<file path="src/rtl/poly_tone_gen.sv">
// Polyphonic square-wave tone bank: per-channel half-period dividers, a global octave shift and a
// first-order sigma-delta mixer. Define POLY_TONE_RELEASE_EN to add a per-channel release hold.
module poly_tone_gen #(
   parameter int NUM_CH = 12,
   parameter int WIDTH = 16,
   parameter logic [NUM_CH*WIDTH-1:0] BASE_HALF = {NUM_CH{WIDTH'(1000)}},
   parameter int RELEASE_CYCLES = 1024
) (
   input  logic                            clk,
   input  logic                            rst,
   input  logic [NUM_CH-1:0]               key,
   input  logic [2:0]                      octave,
   output logic [NUM_CH-1:0]               tone,
   output logic [$clog2(NUM_CH+1)-1:0]     active_cnt,
   output logic                            mix_out
);

   localparam int CW = $clog2(NUM_CH + 1);
   localparam int AW = CW + 1;

   logic [NUM_CH-1:0] key_q, key_d;
   logic [2:0]        octave_q, octave_d;
   logic [WIDTH-1:0]  cnt_q [NUM_CH];
   logic [WIDTH-1:0]  cnt_d [NUM_CH];
   logic [WIDTH-1:0]  lim [NUM_CH];
   logic [NUM_CH-1:0] tone_q, tone_d;
   logic [NUM_CH-1:0] en;
   logic [CW-1:0]     active_cnt_q, active_cnt_d;
   logic [AW-1:0]     acc_q, acc_d;
   logic [AW-1:0]     mix_sum;
   logic              mix_q, mix_d;

   always_comb begin
      key_d    = key;
      octave_d = octave;
   end

   // A zero base or a shift past the top bit would stall the divider, so clamp the limit to 1.
   always_comb begin
      for (int i = 0; i < NUM_CH; i++) begin
         lim[i] = BASE_HALF[i*WIDTH +: WIDTH] >> octave_q;
         if (lim[i] == '0) begin
            lim[i] = WIDTH'(1);
         end
      end
   end

`ifdef POLY_TONE_RELEASE_EN
   localparam int TW = (RELEASE_CYCLES > 0) ? $clog2(RELEASE_CYCLES + 1) : 1;

   logic [TW-1:0] rel_q [NUM_CH];
   logic [TW-1:0] rel_d [NUM_CH];

   // The hold loads in the same edge key_q falls, so it covers exactly RELEASE_CYCLES clocks.
   always_comb begin
      for (int i = 0; i < NUM_CH; i++) begin
         rel_d[i] = rel_q[i];
         en[i]    = key_q[i] | (rel_q[i] != '0);
         if (key_q[i] && !key[i]) begin
            rel_d[i] = TW'(RELEASE_CYCLES);
         end else if (key_q[i]) begin
            rel_d[i] = '0;
         end else if (rel_q[i] != '0) begin
            rel_d[i] = rel_q[i] - TW'(1);
         end
      end
   end

   always_ff @(posedge clk) begin
      for (int i = 0; i < NUM_CH; i++) begin
         if (rst) begin
            rel_q[i] <= '0;
         end else begin
            rel_q[i] <= rel_d[i];
         end
      end
   end
`else
   // A negative hold time is meaningless; such a build mutes the bank instead of hiding the error.
   always_comb begin
      en = key_q & {NUM_CH{RELEASE_CYCLES >= 0}};
   end
`endif

   // ">=" lets a count left above a freshly shrunk limit wrap on the next edge instead of running on.
   always_comb begin
      tone_d = tone_q;
      for (int i = 0; i < NUM_CH; i++) begin
         cnt_d[i] = cnt_q[i];
         if (!en[i]) begin
            cnt_d[i]  = '0;
            tone_d[i] = 1'b0;
         end else if (cnt_q[i] >= lim[i] - WIDTH'(1)) begin
            cnt_d[i]  = '0;
            tone_d[i] = ~tone_q[i];
         end else begin
            cnt_d[i] = cnt_q[i] + WIDTH'(1);
         end
      end
   end

   always_comb begin
      active_cnt_d = '0;
      for (int i = 0; i < NUM_CH; i++) begin
         active_cnt_d = active_cnt_d + CW'(tone_q[i]);
      end
   end

   always_comb begin
      mix_sum = acc_q + AW'(active_cnt_q);
      if (mix_sum >= AW'(NUM_CH)) begin
         mix_d = 1'b1;
         acc_d = mix_sum - AW'(NUM_CH);
      end else begin
         mix_d = 1'b0;
         acc_d = mix_sum;
      end
   end

   always_ff @(posedge clk) begin
      if (rst) begin
         key_q        <= '0;
         octave_q     <= '0;
         tone_q       <= '0;
         active_cnt_q <= '0;
         acc_q        <= '0;
         mix_q        <= 1'b0;
         for (int i = 0; i < NUM_CH; i++) begin
            cnt_q[i] <= '0;
         end
      end else begin
         key_q        <= key_d;
         octave_q     <= octave_d;
         tone_q       <= tone_d;
         active_cnt_q <= active_cnt_d;
         acc_q        <= acc_d;
         mix_q        <= mix_d;
         for (int i = 0; i < NUM_CH; i++) begin
            cnt_q[i] <= cnt_d[i];
         end
      end
   end

   assign tone       = tone_q;
   assign active_cnt = active_cnt_q;
   assign mix_out    = mix_q;

endmodule

</file>
<file path="config.mk">
export PLATFORM = sky130hd
export DESIGN_NAME = poly_tone_gen
export DESIGN_NICKNAME = d
export VERILOG_FILES = /design/src/rtl/poly_tone_gen.sv
export SDC_FILE = /design/constraint.sdc
export NUM_CORES = 1
export LEC_CHECK = 0
export CAP_MARGIN = 20
export CORE_UTILIZATION = 35
export CTS_BUF_LIST = sky130_fd_sc_hd__clkbuf_16
export DETAILED_ROUTE_END_ITERATION = 8
export GPL_TIMING_DRIVEN = 0
export HOLD_SLACK_MARGIN = 0.05
export SETUP_SLACK_MARGIN = 0.15
export SYNTH_ARGS = -nofsm -noshare
export SYNTH_HDL_FRONTEND = slang
export SYNTH_SLANG_ARGS = --single-unit
</file>
<file path="constraint.sdc">
create_clock -name clk -period 3.72 [get_ports clk]
set_input_delay 0.558 -clock clk [delete_from_list [all_inputs] [get_ports clk]]
set_output_delay 0.558 -clock clk [all_outputs]
set_load 0.03 [all_outputs]
</file>
==> metrics.cfg <==
[synth]
syn_area_sq_um=11100
avgSynthCellArea_sq_um=9.411
synth_warnings=0
synth_cell_types=60
synth_cells=1179
ys_seq_area_share_pct=41.32
ys.flop_type=dfxtp_1
postSynth.asyncResetShare_pct=0
ys_ff_latch=229
synth_enable_flop_cells=0

[clocking]
max-clock-path-buffers=3
clock_sinks=229
clockRootBuffer=clkbuf_16
clkLatencyLatePin_ps=520
path_clk_slew_ps=60
cts_tree=done
h-tree-depth=1
numCtsBuffers=26

[power]
clkPwrFrac_pct=43.1
switching_share_pct=23.92
power.leakage_nw=5.248
switching_power_mw=1.253
power_frac_seq_pct=48.6
internal_power_mw=3.984
power_frac_comb_pct=8.3
vdd_ir_drop_max_mv=0.3116
power.density_nw_per_um2=403.0

[worst_setup_path]
critPathRequiredTime_ps=4110
worstSetupPathType=reg2reg
r2r_end=active_cnt[2]$_SDFF_PP0_
worst-path-max-fanout=3
reg2reg_setup_slack_ps=350
r2r-start=tone[5]$_SDFFE_PP0P_
ff2ff_path_depth=11
critPathCaptureType=flop
startpoint_type=flop
worstPathArrival_ps=3760
crit_start=tone[5]$_SDFFE_PP0P_

[finish]
final_area_sq_um=13000
syn2layout_area_growth_pct=17.12
drive_above_1_share_pct=6.606
final_util_pct=42.04
nets=1470
antenna_cells=0

[floorplan]
die_x_um=180.1
core-area_sq_um=30910
pin_count=34
num_rows=64
die_y_um=180.1
start_util_pct=35.90
dieArea_sq_um=32420

[timing]
fmax_mhz=296.8
max_slew.worst_pin.slew_ps=1131
final.setup.tns_ps=0
rsz0062_at_grt=no
hold_viol=0
final_max_slew_viol_count=0
fin_crit_sh_pct=90.56
fin_skew_ps=12.47
setup_viol=0
maxSlewHeadroom_pct=24.57
min_period_ps=3369

[min_path]
hold_path.class=reg2reg
worstHoldPathCells=1
worstHoldStart=cnt_q[1][0]$_SDFF_PP0_
hold_end=cnt_q[1][0]$_SDFF_PP0_

[place]
io_buffers=33
dp_hpwl_mm=16.32
place_area_sq_um=12150
gp_congestion=0.7685

[drt]
wl_mm=23.39
routed_via_density=4.698
drtIter0Drc=389
drt_first_pass_iters=4
postRouteAntennaNets=0
drc_errors=0
wl_per_cell_um=13.65
vias=8047

[global_routing]
grt_pass1_wl_mm=38.42
grt_max_degree=14
grt_pass1_vias=7717
overflow=0
grtUsageTotal_pct=14.63
antenna_found_initial=0

[flow_run]
maxCapViolations=0

[status]
status=completed

==> cell families (layout without fill, tap and decap cells) <==
logic type,count (synthesis),in the layout,synth area share (%)
simple gates,486,486,21.22
flops,229,229,41.32
fa+ha+maj,152,152,17.68
xor+xnor,123,123,9.844
compound gates,113,113,7.037
buf+inv,71,154,2.560
mux,3,3,0.2706
other cells,2,57,0.06768
==> worst max-delay path by stage <==
stage	endpoint	depth (start not counted)	slack (ps)
after floorplan	cnt_q[1][10]$_SDFF_PP0_	12	210
after global placement	cnt_q[2][26]$_SDFF_PP0_	12	-2080
after detailed placement	cnt_q[2][20]$_SDFF_PP0_	13	-1120
after CTS	cnt_q[1][6]$_SDFF_PP0_	14	160
after global routing	cnt_q[2][58]$_SDFF_PP0_	14	190
final	active_cnt[2]$_SDFF_PP0_	11	350
==> critical path: stages (launching register included) <==
cell,delay [ps]
dfxtp_2,380
inv_1,80
fa_1,550
fa_1,440
fa_1,520
fa_1,420
inv_1,70
ha_1,160
inv_1,60
fa_1,370
xor2_1,140
nor2_1,50
==> synthesized netlist by cell type (11+ instances only) <==
cell type    n  area share, %
dfxtp_1    229             41
nor2_1     174            5.9
ha_1       144             16
nand2_1     83            2.8
nand3_1     68            3.1
xor2_1      65            5.1
xnor2_1     57            4.5
inv_1       52            1.8
a21oi_1     33            1.5
nor2b_1     31            1.7
nand4_1     27            1.5
and3_1      23            1.3
nor3_1      22           0.99
o21ai_0     22           0.99
a21o_1      11           0.74
o211ai_1    11           0.74
==> power by group through the flow <==
stage	combinational [mW]	sequential, mW	clock [mW]
3_3_place_gp	0.399	2.60	0
4_1_cts	0.434	2.55	2.33
2_1_floorplan	0.243	2.61	0
5_1_grt	0.491	2.55	2.43
3_5_place_dp	0.407	2.60	0
6_report	0.435	2.55	2.26
==> timing repair <==
item	4_1_cts	5_1_grt
gates resized for setup	7	7
setup endpoints to repair	149	107
pin swaps	1	0
setup buffers	3	2
hold buffers	0	0
hold endpoints to repair	0	0
==> cells in the final DEF (no fill, tap or decap), types with 21 or more instances in the layout <==
cell type        instances
a21oi_1                 33
and3_1                  23
clkbuf_16               27
clkdlybuf4s50_1         33
conb_1                  57
dfxtp_1                226
ha_1                   143
inv_1                   58
nand2_1                 81
nand3_1                 68
nand4_1                 27
nor2_1                 174
nor2b_1                 31
nor3_1                  22
o21ai_0                 21
xnor2_1                 57
xor2_1                  64
==> sequential cells by signal (all words and copies together) (netlist names) <==
register    count
en             12
acc_q           5
octave_q        3
mix_out         1
cnt_q         192
tone           12
active_cnt      4
==> layer usage <==
layer	global-route usage (%)	wire length, um
met4	4.855	795
met2	23.14	9806
met1	20.14	11790
met5	0	0
met3	2.526	996
==> per-stage QoR <==
stage | setup WS [ps] | hold slack, ps | total power, mW | std cells
detailed placement | -1117 | 449.2 | 3.006 | 1664
global placement | -2076 | 442.6 | 2.998 | 1663
global route | 190.9 | 480.6 | 5.476 | 1713
finish | 351.2 | 460.7 | 5.237 | 1713
floorplan | 205.1 | 425.8 | 2.853 | 1234
CTS | 155.9 | 462.5 | 5.309 | 1711
==> layout make-up <==
type,instances,area [sq um]
Inverter,52,195.2
Tap cell,396,495.5
Multi-Input combinational cell,934,6486
Timing Repair Buffer,39,391.6
Fill cell,3022,17910
Buffer,19,90.09
Sequential cell,229,4588
Clock inverter,17,72.57
Clock buffer,27,675.6
(Power assumes the default switching activity.)
